File: config.mk
export PLATFORM = sky130hd
export DESIGN_NAME = pam_gray_mapper
export DESIGN_NICKNAME = d
export VERILOG_FILES = /design/src/rtl/pam_pkg.sv /design/src/rtl/sym_fifo.sv /design/src/rtl/pam_gray_mapper.sv
export SDC_FILE = /design/constraint.sdc
export NUM_CORES = 1
export LEC_CHECK = 0
export BUFFER_PORTS_ARGS = -buffer_cell sky130_fd_sc_hd__buf_2
export CELL_PAD_IN_SITES_DETAIL_PLACEMENT = 2
export CELL_PAD_IN_SITES_GLOBAL_PLACEMENT = 2
export CORE_UTILIZATION = 36
export DETAILED_ROUTE_END_ITERATION = 8
export GPL_ROUTABILITY_DRIVEN = 0
export PLACE_DENSITY = 0.88
export SLEW_MARGIN = 5
export SYNTH_ARGS = -nofsm -noshare
export SYNTH_HDL_FRONTEND = slang
export SYNTH_SLANG_ARGS = --single-unit
File: constraint.sdc
create_clock -name clk -period 3.27 [get_ports clk]
set_clock_uncertainty 0.15 [all_clocks]
set_input_delay 0.654 -clock clk [delete_from_list [all_inputs] [get_ports clk]]
set_output_delay 0.654 -clock clk [all_outputs]
set_load 0.02 [all_outputs]
File: src/rtl/pam_pkg.sv
// pam_pkg: shared PAM mapper constants, clog2 helper and width-agnostic Gray-to-binary conversion
package pam_pkg;
  localparam int PAM_BITS_MIN = 2;
  localparam int PAM_BITS_MAX = 4;
  function automatic int clog2(input int v);
    int r;
    r = 0;
    while ((1 << r) < v) r++;
    return r;
  endfunction
  function automatic logic [PAM_BITS_MAX-1:0] gray2bin(input logic [PAM_BITS_MAX-1:0] g);
    logic [PAM_BITS_MAX-1:0] b;
    b[PAM_BITS_MAX-1] = g[PAM_BITS_MAX-1];
    for (int k = PAM_BITS_MAX-2; k >= 0; k--) b[k] = b[k+1] ^ g[k];
    return b;
  endfunction
endpackage

File: src/rtl/sym_fifo.sv
// sym_fifo: show-ahead FIFO (push/din in, pop in, dout head entry, full/empty out), async active-low reset
module sym_fifo #(
  parameter int WIDTH = 2,
  parameter int DEPTH = 4
) (
  input  logic             clk,
  input  logic             rstn,
  input  logic             push,
  input  logic             pop,
  input  logic [WIDTH-1:0] din,
  output logic [WIDTH-1:0] dout,
  output logic             full,
  output logic             empty
);
  localparam int AW = $clog2(DEPTH);
  logic [WIDTH-1:0] mem [DEPTH];
  logic [AW-1:0] wp, rp;
  logic [AW:0] cnt;
  logic do_push, do_pop;
  assign do_push = push && !full;
  assign do_pop = pop && !empty;
  assign full = cnt == (AW+1)'(DEPTH);
  assign empty = cnt == '0;
  assign dout = mem[rp];
  always_ff @(posedge clk or negedge rstn) begin
    if (!rstn) begin
      wp <= '0;
      rp <= '0;
      cnt <= '0;
      for (int i = 0; i < DEPTH; i++) mem[i] <= '0;
    end else begin
      if (do_push) mem[wp] <= din;
      wp <= wp + AW'(do_push);
      rp <= rp + AW'(do_pop);
      cnt <= cnt + (AW+1)'(do_push) - (AW+1)'(do_pop);
    end
  end
endmodule

File: src/rtl/pam_gray_mapper.sv
// pam_gray_mapper: packs serial bits (data_in/valid/ready) into Gray-coded PAM-N levels on symbol_out/valid/ready, with bypass, flush, bit_cnt and sym_count
module pam_gray_mapper
  import pam_pkg::*;
#(
  parameter int BITS_PER_SYM = 2,
  parameter int FIFO_DEPTH = 4,
  parameter int CNT_W = 16
) (
  input  logic                           clk,
  input  logic                           rstn,
  input  logic                           data_in,
  input  logic                           data_in_valid,
  output logic                           data_in_ready,
  input  logic                           bypass,
  input  logic                           flush,
  output logic [BITS_PER_SYM-1:0]        symbol_out,
  output logic                           symbol_out_valid,
  input  logic                           symbol_out_ready,
  output logic [clog2(BITS_PER_SYM)-1:0] bit_cnt,
  output logic [CNT_W-1:0]               sym_count
);
  localparam int CW = clog2(BITS_PER_SYM);
  localparam logic [CW-1:0] LAST = CW'(BITS_PER_SYM-1);
  if (BITS_PER_SYM < PAM_BITS_MIN || BITS_PER_SYM > PAM_BITS_MAX) begin : g_bad_bits
    $error("BITS_PER_SYM out of range");
  end
  logic [BITS_PER_SYM-2:0] packer;
  logic [BITS_PER_SYM-1:0] g, level;
  logic last, accept, done, full, empty;
  assign last = bit_cnt == LAST;
  assign data_in_ready = !(last && full);
  assign accept = data_in_valid && data_in_ready;
  assign done = accept && last && !flush;
  assign g = {packer, data_in};
  assign level = bypass ? g : BITS_PER_SYM'(gray2bin(PAM_BITS_MAX'(g)));
  assign symbol_out_valid = !empty;
  always_ff @(posedge clk or negedge rstn) begin
    if (!rstn) begin
      packer <= '0;
      bit_cnt <= '0;
      sym_count <= '0;
    end else begin
      if (flush) begin
        packer <= accept ? (BITS_PER_SYM-1)'(data_in) : '0;
        bit_cnt <= CW'(accept);
      end else if (accept) begin
        packer <= done ? '0 : (BITS_PER_SYM-1)'({packer, data_in});
        bit_cnt <= done ? '0 : bit_cnt + CW'(1);
      end
      sym_count <= sym_count + CNT_W'(done);
    end
  end
  sym_fifo #(.WIDTH(BITS_PER_SYM), .DEPTH(FIFO_DEPTH)) u_fifo (
    .clk   (clk),
    .rstn  (rstn),
    .push  (done),
    .pop   (symbol_out_ready),
    .din   (level),
    .dout  (symbol_out),
    .full  (full),
    .empty (empty)
  );
endmodule

## Word level (Yosys, flattened, before mapping)

Cells that the tools add are included.

- ROM bits: 0
- Memories: 0
- Bits in writable memories: 0
- Latch bits: 0
- Register bits after elaboration: 33

- $lt $le $gt $ge: 3
- Bitwise logic cells: 3
- Div/mod/pow operators: 0
- Multiply operators: 0
- Equality and inequality tests: 1
- Mux-type cells: 14
- Shift operators: 0
- Add/sub/neg operators: 6
- Reductions and logical operators: 13

Operators with widths:

| kind | count |
|---|---|
| $add A16 B1 Y16 | 1 |
| $bwmux W8 | 1 |
| $mux W1 | 8 |
| $logic_and A1 B1 Y1 | 7 |
| $ge A3 B3 Y1 const B | 2 |
| $mux W2 | 3 |
| $not A2 Y3 | 2 |
| $add A2 B1 Y2 | 2 |
| $bmux W2 S2 | 1 |
| $demux W2 S2 | 1 |
| $logic_not A1 Y1 | 4 |
| $add A3 B1 Y3 | 1 |
| $eq A3 B3 Y1 const B | 1 |
| $logic_not A3 Y1 | 1 |
| $lt A3 B1 Y1 const B | 1 |
| $sub A3 B1 Y3 | 1 |
| $reduce_bool A2 Y1 | 1 |
| $add A1 B1 Y1 const B | 1 |
| $xor A1 B1 Y1 | 1 |

## Longest topological paths before layout

- Depth after elaboration: 9
- Gate-level depth with buffers: 8

## Cells and area by module

From an unflattened synthesis, not the netlist that was laid out.

- Cells, all modules: 118
- Area total of the unflattened synthesis: 1526.5 µm²

By module, submodules not included:

| module | times used | sequential area each (µm²) | cells an instance | area an instance (µm²) |
|---|---|---|---|---|
| pam_gray_mapper | 1 | 450.4 | 71 | 814.5 |
| sym_fifo | 1 | 375.4 | 47 | 711.9 |

## Worst setup path after synthesis

OpenSTA, ideal clock, no wires.

- Kind: reg2reg
- From: reg u_fifo.cnt[0]
- To: reg u_fifo.cnt[2]
- Stages on the path, launching flop included: 9
- Data arrival time: 2.267 ns
- Buffers on the path: 0
- Path slack: 0.730 ns
- Required time: 2.997 ns
- Cells stage by stage: dfrtp_1 > or3_2 > and2_1 > ha_1 > inv_1 > ha_1 > fa_1 > xor2_1 > xnor2_1

- Elaborated cells between the ends (all ways): 13
- Those cells by class: add/sub: 2; eq/ne: 1; reduce/logical: 10

RTL lines:

| what | RTL line | RTL |
|---|---|---|
| start, declared | sym_fifo.sv:18 | `logic [AW:0] cnt;` |
| start signal, assigned | sym_fifo.sv:35 | `cnt <= cnt + (AW+1)'(do_push) - (AW+1)'(do_pop);` |
| $logic_not A3 Y1 | sym_fifo.sv:23 | `assign empty = cnt == '0;` |
| $logic_not A1 Y1 | -- |  |
| named net symbol_out_valid | pam_gray_mapper.sv:17 | `output logic symbol_out_valid,` |
| $logic_and A1 B1 Y1 | sym_fifo.sv:21 | `assign do_pop = pop && !empty;` |
| $sub A3 B1 Y3 | sym_fifo.sv:35 |  |

The timed path passes the listed nets, and every way through them passes these cells.
A chain may end at the register's enable or synchronous reset.

## Final worst setup path

- From: reg u_fifo.cnt[0]
- To: reg u_fifo.cnt[2]

- Word-level cells in the longest chain between the ends: 9
- Elaborated cells between the ends (all ways): 13
- Those cells by class: add/sub: 2; eq/ne: 1; reduce/logical: 10

Ends and longest elaborated chain:

| what | RTL line | RTL |
|---|---|---|
| $eq A3 B3 Y1 | sym_fifo.sv:22 | `assign full = cnt == (AW+1)'(DEPTH);` |
| $logic_and A1 B1 Y1 | pam_gray_mapper.sv:31 | `assign data_in_ready = !(last && full);` |
| $logic_not A1 Y1 | pam_gray_mapper.sv:31 |  |
| $logic_and A1 B1 Y1 | pam_gray_mapper.sv:32 | `assign accept = data_in_valid && data_in_ready;` |
| $logic_and A1 B1 Y1 (2 in a row) | pam_gray_mapper.sv:33 | `assign done = accept && last && !flush;` |
| $logic_and A1 B1 Y1 | sym_fifo.sv:20 | `assign do_push = push && !full;` |
| $add A3 B1 Y3 | sym_fifo.sv:35 |  |
| $sub A3 B1 Y3 (*) | sym_fifo.sv:35 |  |

Mark *: on every way between the ends. The rest lies on a longest branch, timed or not.

==> results.yml <==
placement:
  dpl.hpwl_mm: 2.85
  placed_area_um2: 1730
  dp_cells: 197
  portBuffers: 27
  dp_slack_ps: 674
routing:
  viasPerCell: 5.11
  drc: 0
  vias: 1047
  wl_mm: 3.70
  wl_per_cell_um: 18.0
  first_iter_violations: 37
  ant_nets: 0
  dr.pass1.iters: 2
cts:
  cts_max_level: 2
  cts_buffer_depth: 2
  cts_tree: "done"
  cts_setup_buffers: 0
  holdBufCountCts: 0
  cts_buffers: 5
  clkTransAtPathRegs_ps: 70
  post_cts_resized: 0
  cts_root_buf: "clkbuf_8"
  clock_latency_ps: 280
  numClockSinks: 33
synth:
  ys_warn_count: 0
  synthesis.area_um2: 1530
  synth-seq-area-share: 0.540
  synth_seq_cells: 33
  synth_nets: 135
  avgSynthCellArea_um2: 12.8
  syn_inst: 120
  ys_types: 27
floorplanning:
  ioPinCount: 28
  coreArea_um2: 4030
  dieArea_um2: 4520
  initial_core_util: 0.380
  die_h_um: 67.2
  fp-row-count: 23
  chipWidth_um: 67.2
timing:
  setup_viol: 0
  min_period_over_period: 0.794
  worst_slack_ps: 672
  whs_ps: 290
  finalHoldViolCount: 0
  fin_tns_setup_ps: 0
  slew_headroom: 0.492
  final_max_slew_viol_count: 0
  fmax_mhz: 385
  min_period_ps: 2600
  grt_setup_unrepaired: "false"
  worst_pin_slew_ps: 763
run:
  drv_cap: 0
worst_hold_path:
  hold_class: "in -> async"
worst_setup_path:
  crit_fanout: 4
  crit_required_ps: 3280
  startpoint_type: "register"
  critPathKind: "reg -> reg"
  cp.arrival_ps: 2610
  endpoint_kind: "register"
layout:
  filler_cell_count: 412
  multiInputGateArea_um2: 674
  area_growth_pct: 20.5
  diodes: 0
  regArea_um2: 826
  fin_nets: 169
  final_area_um2: 1840
  drive_gt1_frac: 0.316
  stdcell_count: 205
power_and_ir_drop:
  irDropWorstVdd_uv: 334
  p_per_area_nw_per_um2: 816
  leakage_nw: 0.917
global_routing:
  grt_pass1_wl_mm: 6.06
  grt_usage: 0.195
  grt-ovfl-total: 0
  antenna_found_initial: 0
  first_global_vias: 1208
  grt_max_degree: 34
outcome:
  status: "completed"
==> critical path: stages (launching register included) <==
cell and delay [ps]:
dfrtp_1 430, or3_2 500, and2_1 200, ha_1 280
inv_1 40, ha_1 200, fa_1 380, xor2_1 160
xnor2_1 130
==> metrics by stage <==
step | total power [W] | util
after detailed placement | 0.00113 | 0.429
after global routing | 0.00160 | 0.458
final | 0.00151 | 0.458
after global placement | 0.00107 | 0.429
after CTS | 0.00154 | 0.458
after floorplan | 0.000950 | -
==> synth_stat cells (all sizes together) <==
| cell type | count | area [µm²] |
|---|---|---|
| and4 | 1 | 8.76 |
| nand4 | 5 | 31.3 |
| nor2 | 3 | 11.3 |
| and2 | 1 | 6.26 |
| a32o | 1 | 10.0 |
| xor2 | 11 | 96.3 |
| nor4b | 2 | 17.5 |
| inv | 8 | 30.0 |
| fa | 1 | 20.0 |
| or2b | 2 | 16.3 |
| dfrtp | 33 | 826 |
| nor3b | 1 | 12.5 |
| nor4 | 6 | 37.5 |
| mux4 | 2 | 45.0 |
| o22ai | 1 | 6.26 |
| mux2 | 8 | 90.1 |
| xnor2 | 8 | 70.1 |
| or3 | 1 | 7.51 |
| ha | 7 | 87.6 |
| nand3 | 5 | 25.0 |
| nand2 | 7 | 26.3 |
| or4 | 1 | 11.3 |
| nand3b | 1 | 7.51 |
| nor3 | 2 | 10.0 |
| or4bb | 1 | 11.3 |
| a31o | 1 | 8.76 |
==> flip-flops by register name, indices dropped and copies added (netlist names) <==
name	flops
bit_cnt	1
u_fifo.cnt	3
packer	1
u_fifo.wp	2
sym_count	16
u_fifo.rp	2
u_fifo.mem	8
==> layout by cell type (no fill, tap or decap), types with 2 or more instances in the layout <==
cell type / n
nand4_1: 5
mux4_2: 2
dfrtp_1: 33
inv_1: 8
buf_2: 27
nand3_1: 5
xor2_1: 11
xnor2_1: 8
nor3_1: 2
ha_1: 7
nor4b_1: 2
nand2_1: 7
clkbuf_8: 6
nor2_1: 3
nor4_1: 6
mux2_2: 8
==> logic make-up after synthesis <==
kind of cell	synth area share
muxes	0.0883
xor gates and xnor gates	0.109
adders and majority gates	0.0703
and+or+nand+nor	0.157
AOI/OAI and AO/OA	0.0164
buffers and inverters	0.0196
DFF	0.540
==> layer usage <==
| layer | GRT usage | up-vias | share of wire |
|---|---|---|---|
| li1 | - | 492 | - |
| met1 | 0.193 | 527 | 0.40 |
| met2 | 0.376 | 23 | 0.56 |
| met3 | 0.0507 | 5 | 0.031 |
| met4 | 0.0798 | 0 | 0.017 |
| met5 | 0 | - | 0 |
==> path summary, 6_finish.rpt <==
| kind | startpoint | end | slack, ps | cells after the start |
|---|---|---|---|---|
| max | u_fifo.cnt[0] | u_fifo.cnt[2] | 670 | 8 |
| min | rstn | sym_count[10] | 290 | 1 |
| max reg2reg | u_fifo.cnt[0] | u_fifo.cnt[2] | 670 | 8 |
| min reg2reg | sym_count[15] | sym_count[15] | 310 | 1 |
| max in group asynchronous | rstn | u_fifo.cnt[0] | 2190 | 1 |
| min in group clk | sym_count[15] | sym_count[15] | 310 | 1 |
==> cell type report <==
type / count / share of cell area
timing repair buffer: 27 / 0.0733
clock inverter: 1 / 0.0163
tap: 50 / 0.0339
clock buffer: 7 / 0.0468
inverter: 8 / 0.0163
sequential: 33 / 0.448
multi-input combinational: 79 / 0.366
==> where the power goes <==
| group | switching, W | total [W] | internal (W) |
|---|---|---|---|
| clock | 0.000148 | 0.000397 | 0.000248 |
| combinational | 0.000223 | 0.000431 | 0.000208 |
| sequential | 0.000144 | 0.000678 | 0.000534 |
Power figures use the tool's default switching activity.
